## src/rtl/grn_pkg.sv

```systemverilog
// -----------------------------------------------------------------------------
// grn_pkg
// Shared definitions for the threshold-logic gene regulatory network nodes.
//   MAX_NUM_REG  : widest regulator vector a node may have
//   MAX_SLOW_DIV : largest slow-copy decimation factor
//   grn_score_t  : signed score wide enough for any legal NUM_REG, so
//                  network-level generators can share one score type
//   popcnt()     : population count of a regulator vector; narrower vectors
//                  are zero-extended to MAX_NUM_REG bits by the caller
// -----------------------------------------------------------------------------
package grn_pkg;

    localparam int MAX_NUM_REG  = 16;
    localparam int MAX_SLOW_DIV = 16;

    // Count width for 0..MAX_NUM_REG, plus one sign bit for the score.
    localparam int CNT_W        = $clog2(MAX_NUM_REG + 1);
    localparam int SCORE_MAX_W  = CNT_W + 1;

    typedef logic signed [SCORE_MAX_W-1:0] grn_score_t;

    function automatic logic [CNT_W-1:0] popcnt(input logic [MAX_NUM_REG-1:0] vec);
        logic [CNT_W-1:0] cnt;
        cnt = {CNT_W{1'b0}};
        for (int i = 0; i < MAX_NUM_REG; i++) begin
            cnt = cnt + {{(CNT_W-1){1'b0}}, vec[i]};
        end
        return cnt;
    endfunction

endpackage

```

## src/rtl/grn_threshold_eval.sv

```systemverilog
// -----------------------------------------------------------------------------
// grn_threshold_eval
// Purely combinational next-state evaluation for one copy of a threshold node.
//   reg_vec    in  NUM_REG  regulator states seen by this copy
//   act_mask   in  NUM_REG  activator mask
//   inh_mask   in  NUM_REG  inhibitor mask
//   thr        in  SCORE_W  signed threshold
//   cur        in  1        current value of this copy (kept on a tie)
//   next_state out 1        1 if score > thr, 0 if score < thr, cur if equal
// -----------------------------------------------------------------------------
module grn_threshold_eval
    import grn_pkg::*;
#(
    parameter int NUM_REG = 4,
    parameter int SCORE_W = $clog2(NUM_REG + 1) + 1
) (
    input  logic [NUM_REG-1:0]        reg_vec,
    input  logic [NUM_REG-1:0]        act_mask,
    input  logic [NUM_REG-1:0]        inh_mask,
    input  logic signed [SCORE_W-1:0] thr,
    input  logic                      cur,
    output logic                      next_state
);

    logic [MAX_NUM_REG-1:0] act_hits_s;
    logic [MAX_NUM_REG-1:0] inh_hits_s;
    grn_score_t             score_s;
    grn_score_t             thr_ext_s;

    // Score: activators present minus inhibitors present. A regulator in both
    // masks contributes +1 and -1, netting zero.
    always_comb begin
        act_hits_s                = {MAX_NUM_REG{1'b0}};
        inh_hits_s                = {MAX_NUM_REG{1'b0}};
        act_hits_s[NUM_REG-1:0]   = reg_vec & act_mask;
        inh_hits_s[NUM_REG-1:0]   = reg_vec & inh_mask;
        score_s   = $signed({1'b0, popcnt(act_hits_s)}) - $signed({1'b0, popcnt(inh_hits_s)});
        // Sign-extend the threshold to the common score width.
        thr_ext_s = grn_score_t'(thr);
    end

    // Threshold decision; equality holds the present value.
    always_comb begin
        next_state = cur;
        if (score_s > thr_ext_s) begin
            next_state = 1'b1;
        end else if (score_s < thr_ext_s) begin
            next_state = 1'b0;
        end else begin
            next_state = cur;
        end
    end

endmodule

```

## src/rtl/grn_threshold_node.sv

```systemverilog
// -----------------------------------------------------------------------------
// grn_threshold_node
// One boolean gene of a threshold-logic regulatory network, kept as a slow
// copy (s0, decimated by SLOW_DIV) and a fast copy (s1) so the network can
// run tortoise/hare attractor detection.
//
// Ports:
//   clk        in   1        clock
//   rst_n      in   1        synchronous active-low reset
//   reset_nos  in   1        reload both copies with init_state
//   start_s0   in   1        slow-copy step strobe
//   start_s1   in   1        fast-copy step strobe
//   init_state in   1        value loaded by reset_nos
//   act_mask   in   NUM_REG  activator mask (static between reloads)
//   inh_mask   in   NUM_REG  inhibitor mask (static between reloads)
//   thr        in   SCORE_W  signed threshold (static between reloads)
//   reg_s0     in   NUM_REG  regulators seen by the slow copy
//   reg_s1     in   NUM_REG  regulators seen by the fast copy
//   s0, s1     out  1        registered copy states
//   upd_s0/1   out  1        one-cycle pulse: that copy was written this edge
//   match      out  1        only with GRN_NODE_MATCH_EN defined: s0 == s1
//                            after the most recent update
//
// Build option: define GRN_NODE_MATCH_EN to add the match output.
// -----------------------------------------------------------------------------
module grn_threshold_node
    import grn_pkg::*;
#(
    parameter int NUM_REG  = 4,
    parameter int SLOW_DIV = 2,
    parameter int SCORE_W  = $clog2(NUM_REG + 1) + 1
) (
    input  logic                      clk,
    input  logic                      rst_n,
    input  logic                      reset_nos,
    input  logic                      start_s0,
    input  logic                      start_s1,
    input  logic                      init_state,
    input  logic [NUM_REG-1:0]        act_mask,
    input  logic [NUM_REG-1:0]        inh_mask,
    input  logic signed [SCORE_W-1:0] thr,
    input  logic [NUM_REG-1:0]        reg_s0,
    input  logic [NUM_REG-1:0]        reg_s1,
    output logic                      s0,
    output logic                      s1,
    output logic                      upd_s0,
    output logic                      upd_s1
`ifdef GRN_NODE_MATCH_EN
    ,
    output logic                      match
`endif
);

    localparam int               DIV_W    = (SLOW_DIV > 1) ? $clog2(SLOW_DIV) : 1;
    localparam logic [DIV_W-1:0] DIV_LAST = DIV_W'(SLOW_DIV - 1);
    localparam logic [DIV_W-1:0] DIV_ONE  = DIV_W'(1);

    logic             s0_r;
    logic             s1_r;
    logic             upd_s0_r;
    logic             upd_s1_r;
    logic [DIV_W-1:0] div_cnt_r;
    logic             next_s0_s;
    logic             next_s1_s;
    logic             slow_fire_s;

    grn_threshold_eval #(
        .NUM_REG (NUM_REG),
        .SCORE_W (SCORE_W)
    ) u_eval_s0 (
        .reg_vec    (reg_s0),
        .act_mask   (act_mask),
        .inh_mask   (inh_mask),
        .thr        (thr),
        .cur        (s0_r),
        .next_state (next_s0_s)
    );

    grn_threshold_eval #(
        .NUM_REG (NUM_REG),
        .SCORE_W (SCORE_W)
    ) u_eval_s1 (
        .reg_vec    (reg_s1),
        .act_mask   (act_mask),
        .inh_mask   (inh_mask),
        .thr        (thr),
        .cur        (s1_r),
        .next_state (next_s1_s)
    );

    // A slow strobe only writes s0 when the decimation counter has wrapped.
    always_comb begin
        slow_fire_s = start_s0 && (div_cnt_r == DIV_LAST);
    end

    // Copy registers, decimation counter and update pulses.
    always_ff @(posedge clk) begin
        if (!rst_n) begin
            s0_r      <= 1'b0;
            s1_r      <= 1'b0;
            upd_s0_r  <= 1'b0;
            upd_s1_r  <= 1'b0;
            div_cnt_r <= {DIV_W{1'b0}};
        end else if (reset_nos) begin
            // Preload the counter so the first slow strobe after a reload
            // writes s0; both copies then start in lock-step.
            s0_r      <= init_state;
            s1_r      <= init_state;
            upd_s0_r  <= 1'b0;
            upd_s1_r  <= 1'b0;
            div_cnt_r <= DIV_LAST;
        end else begin
            upd_s0_r <= 1'b0;
            upd_s1_r <= 1'b0;
            if (start_s0) begin
                if (slow_fire_s) begin
                    s0_r      <= next_s0_s;
                    div_cnt_r <= {DIV_W{1'b0}};
                    upd_s0_r  <= 1'b1;
                end else begin
                    div_cnt_r <= div_cnt_r + DIV_ONE;
                end
            end
            if (start_s1) begin
                s1_r     <= next_s1_s;
                upd_s1_r <= 1'b1;
            end
        end
    end

    assign s0     = s0_r;
    assign s1     = s1_r;
    assign upd_s0 = upd_s0_r;
    assign upd_s1 = upd_s1_r;

`ifdef GRN_NODE_MATCH_EN
    logic match_r;
    logic new_s0_s;
    logic new_s1_s;
    logic any_upd_s;

    // Post-update values of both copies, as they will be after this edge.
    always_comb begin
        new_s0_s  = slow_fire_s ? next_s0_s : s0_r;
        new_s1_s  = start_s1 ? next_s1_s : s1_r;
        any_upd_s = slow_fire_s || start_s1;
    end

    // Match flag, refreshed only on edges where a copy is written.
    always_ff @(posedge clk) begin
        if (!rst_n) begin
            match_r <= 1'b0;
        end else if (reset_nos) begin
            match_r <= 1'b0;
        end else if (any_upd_s) begin
            match_r <= (new_s0_s == new_s1_s);
        end else begin
            match_r <= match_r;
        end
    end

    assign match = match_r;
`endif

endmodule

```

## config.mk

```make
export PLATFORM = sky130hd
export DESIGN_NAME = grn_threshold_node
export DESIGN_NICKNAME = d
export VERILOG_FILES = /design/src/rtl/grn_pkg.sv /design/src/rtl/grn_threshold_eval.sv /design/src/rtl/grn_threshold_node.sv
export SDC_FILE = /design/constraint.sdc
export NUM_CORES = 1
export LEC_CHECK = 0
export ABC_AREA = 1
export ABC_CLOCK_PERIOD_IN_PS = 4000
export CAP_MARGIN = 40
export CORE_MARGIN = 2
export CORE_UTILIZATION = 50
export CTS_BUF_LIST = sky130_fd_sc_hd__clkbuf_4 sky130_fd_sc_hd__clkbuf_8
export CTS_CLUSTER_DIAMETER = 50
export DETAILED_ROUTE_END_ITERATION = 16
export HOLD_SLACK_MARGIN = 0.12
export PLACE_DENSITY_LB_ADDON = 0.2
export SYNTH_ARGS = -nofsm -noshare
export SYNTH_HDL_FRONTEND = slang
export SYNTH_SLANG_ARGS = --single-unit
```

## constraint.sdc

```tcl
create_clock -name clk -period 4 [get_ports clk]
set_clock_uncertainty 0.2 [all_clocks]
set_input_delay 0.4 -clock clk [delete_from_list [all_inputs] [get_ports clk]]
set_output_delay 0.4 -clock clk [all_outputs]
set_load 0.01 [all_outputs]
```

==> results.cfg <==
[status]
status = completed

[cells_and_area]
most-common-layout-cells = 46 x nand2_1, 41 x inv_1, 24 x clkdlybuf4s50_1
fillCellCount = 117
final_area_um2 = 1600
final_common_cell = nand2_1
drive_gt1_frac = 0.184
area_growth_pct = 49.5
fin_nets = 260
diodes = 0

[synth]
ys_ff_latch = 5
synth_top_area_cell = ha_1
syn_inst = 163
syn-num-nets = 221
yosysUniqueCellTypes = 16
yosysTopAreaCellShare = 0.280
ys_warn_count = 0
synth_area_um2 = 1070
synth.avg_cell_area_um2 = 6.57
ys_seq_area_frac = 0.0935
synth.area.top_cells = ha_1 28%, inv_1 16%, nand2_1 16%

[floorplan]
start_util = 0.540
coreArea_um2 = 1980
rows = 16
dieArea_um2 = 2530
ios = 30
fp.dieH_um = 50.3
die_w_um = 50.3

[cts]
cts_setup_buffers = 0
cts.htree.levels = 1
clk_pin_slew_worst_paths_ns = 0.04
cts_sinks = 5
clk_path_buf_depth = 2
clock_latency_ns = 0.24
numCtsBuffers = 3
cts-root-buf = clkbuf_4
cts_tree = built

[timing]
finalMaxSlewViolations = 0
tns_ns = 0
post-route-min-period_ns = 3.92
slew_headroom = 0.824
timing.fmax_mhz = 255
timing.final.crit_share = 0.980
setup_violations = 0
worst_pin_slew_ns = 0.263
hold_viol_final = 0

[placement]
place_congestion = 0.782
place_area_um2 = 1430
dpl.hpwl_um = 1940
port_buffers = 29

[grt]
grt_max_degree = 6
grt_pass1_vias = 1107
antenna_found_initial = 0
grt-ovfl-total = 0
grt_pass1_wl_um = 4080
gr-usage-all-layers = 0.204

[flow_run]
maxCapViolations = 0

[route]
ant_nets = 0
drc = 0
first_iter_violations = 14
vias = 1070
drt-wirelength-per-cell_um = 11.3
wl_um = 2580
viasPerCell = 4.69
first_pass_iters = 4

[critical_path]
crit_type = in2reg
r2r_setup_slack_ns = 2.94
cp.arrival_ns = 3.85
crit_path_max_fanout = 2
critPathMaxStageDelay_ns = 0.54
slowest_stage = fa_1
cp_cell_sequence = clkdlybuf4s50_1, nand2_1, inv_2, ha_4, fa_2, inv_2, ha_4, fa_2, fa_1, inv_2, ha_4, inv_2, nor2_2, nand2_1, nand2_1, nand4_1, nand2_1, nand2_1, nor2_1, nor2_1
r2r-end = s0$_SDFFE_PN0P_
critical_path.reg2reg.startpoint = div_cnt_r$_SDFFE_PN0P_
worstSetupStartpoint = reg_s0[1]
crit_top_cell = nand2_1
critPathLaunchType = input pin
required_ns = 3.93
cp-end-kind = flop
cp-endpoint = s0$_SDFFE_PN0P_
reg2regPathDepth = 7

[hold_path]
worstHoldPathType = reg2reg

[power]
power_density_nw_per_um2 = 268
leakage_nw = 0.921
worst_ir_drop_vdd_uv = 225
## how the worst min path moves through the flow
stage	end	slack, ns	cells past startpoint	from
2_1_floorplan	upd_s0$_SDFF_PP0_	0.25	2	div_cnt_r$_SDFFE_PN0P_
3_3_place_gp	upd_s0$_SDFF_PP0_	0.26	2	div_cnt_r$_SDFFE_PN0P_
3_5_place_dp	upd_s0$_SDFF_PP0_	0.28	2	div_cnt_r$_SDFFE_PN0P_
4_1_cts	upd_s0$_SDFF_PP0_	0.29	2	div_cnt_r$_SDFFE_PN0P_
5_1_grt	s0$_SDFFE_PN0P_	0.30	2	s0$_SDFFE_PN0P_
6_report	s0$_SDFFE_PN0P_	0.28	2	s0$_SDFFE_PN0P_
## repair_timing
item / CTS / global route
cloned: 0 / 0
pin swaps: 0 / 14
hold buffers: 0 / 0
resized for setup: 3 / 27
endpoints found under the setup margin: 1 / 2
## layout make-up
class	instances	area, µm²	area share
clock buffer	4	30.0	0.0187
multi-input combinational	107	906	0.566
sequential	5	100	0.0625
tap	27	33.8	0.0211
inverter	51	191	0.120
timing repair buffer	34	340	0.212
## cells by family (layout without fill, tap and decap cells)
| group | Yosys count | in the layout | share of synthesized area |
|---|---|---|---|
| flip-flops | 5 | 5 | 0.0935 |
| buffers and inverters | 51 | 89 | 0.179 |
| AND/OR/NAND/NOR | 69 | 69 | 0.262 |
| AO/OA/AOI/OAI | 5 | 5 | 0.0280 |
| adder cells (fa/ha/maj) | 32 | 32 | 0.430 |
| XOR/XNOR | 1 | 1 | 0.00818 |
## sequential cells by signal, indices dropped and copies added (netlist names)
name / count
s1: 1
upd_s1: 1
div_cnt_r: 1
s0: 1
upd_s0: 1
## per-stage QoR
step / setup slack [ns] / instances / util / hold slack [ns] / power, mW
6_report: 0.0807 / 228 / 0.808 / 0.282 / 0.429
5_1_grt: -0.0254 / 228 / 0.808 / 0.304 / 0.481
4_1_cts: 0.0157 / 228 / 0.747 / 0.288 / 0.395
3_5_place_dp: -0.296 / 224 / 0.723 / 0.281 / 0.324
3_3_place_gp: -0.245 / 224 / 0.723 / 0.263 / 0.312
2_1_floorplan: 0.359 / 163 / - / 0.250 / 0.236
## routing by layer
metal | GRT usage | part of all wire
met4 | 0.0417 | 0.0054
met3 | 0.0417 | 0.036
met5 | 0 | 0
met2 | 0.401 | 0.54
met1 | 0.219 | 0.42
## cell usage after synthesis
cell      count
a211oi_1      2
a21oi_1       3
and3_1        1
clkinv_1      2
dfxtp_1       5
fa_1          8
ha_1         24
inv_1        47
inv_2         2
nand2_1      46
nand3_1       6
nand4_1       1
nor2_1       10
nor2_2        2
nor3_1        3
xnor2_1       1
## report_power, final
group / switching, mW / leakage (nW) / internal (mW)
Clock: 0.0207 / 0.0184 / 0.0445
Sequential: 0.00231 / 0.0414 / 0.0547
Combinational: 0.160 / 0.861 / 0.147
Total: 0.183 / 0.921 / 0.246
## critical path: cells and delay by family
kind | cells | cell delay (ns)
adder cells (fa/ha/maj) | 6 | 2.05
AND/OR/NAND/NOR | 9 | 0.71
buffers and inverters | 5 | 0.69
Power figures use the tool's default switching activity.
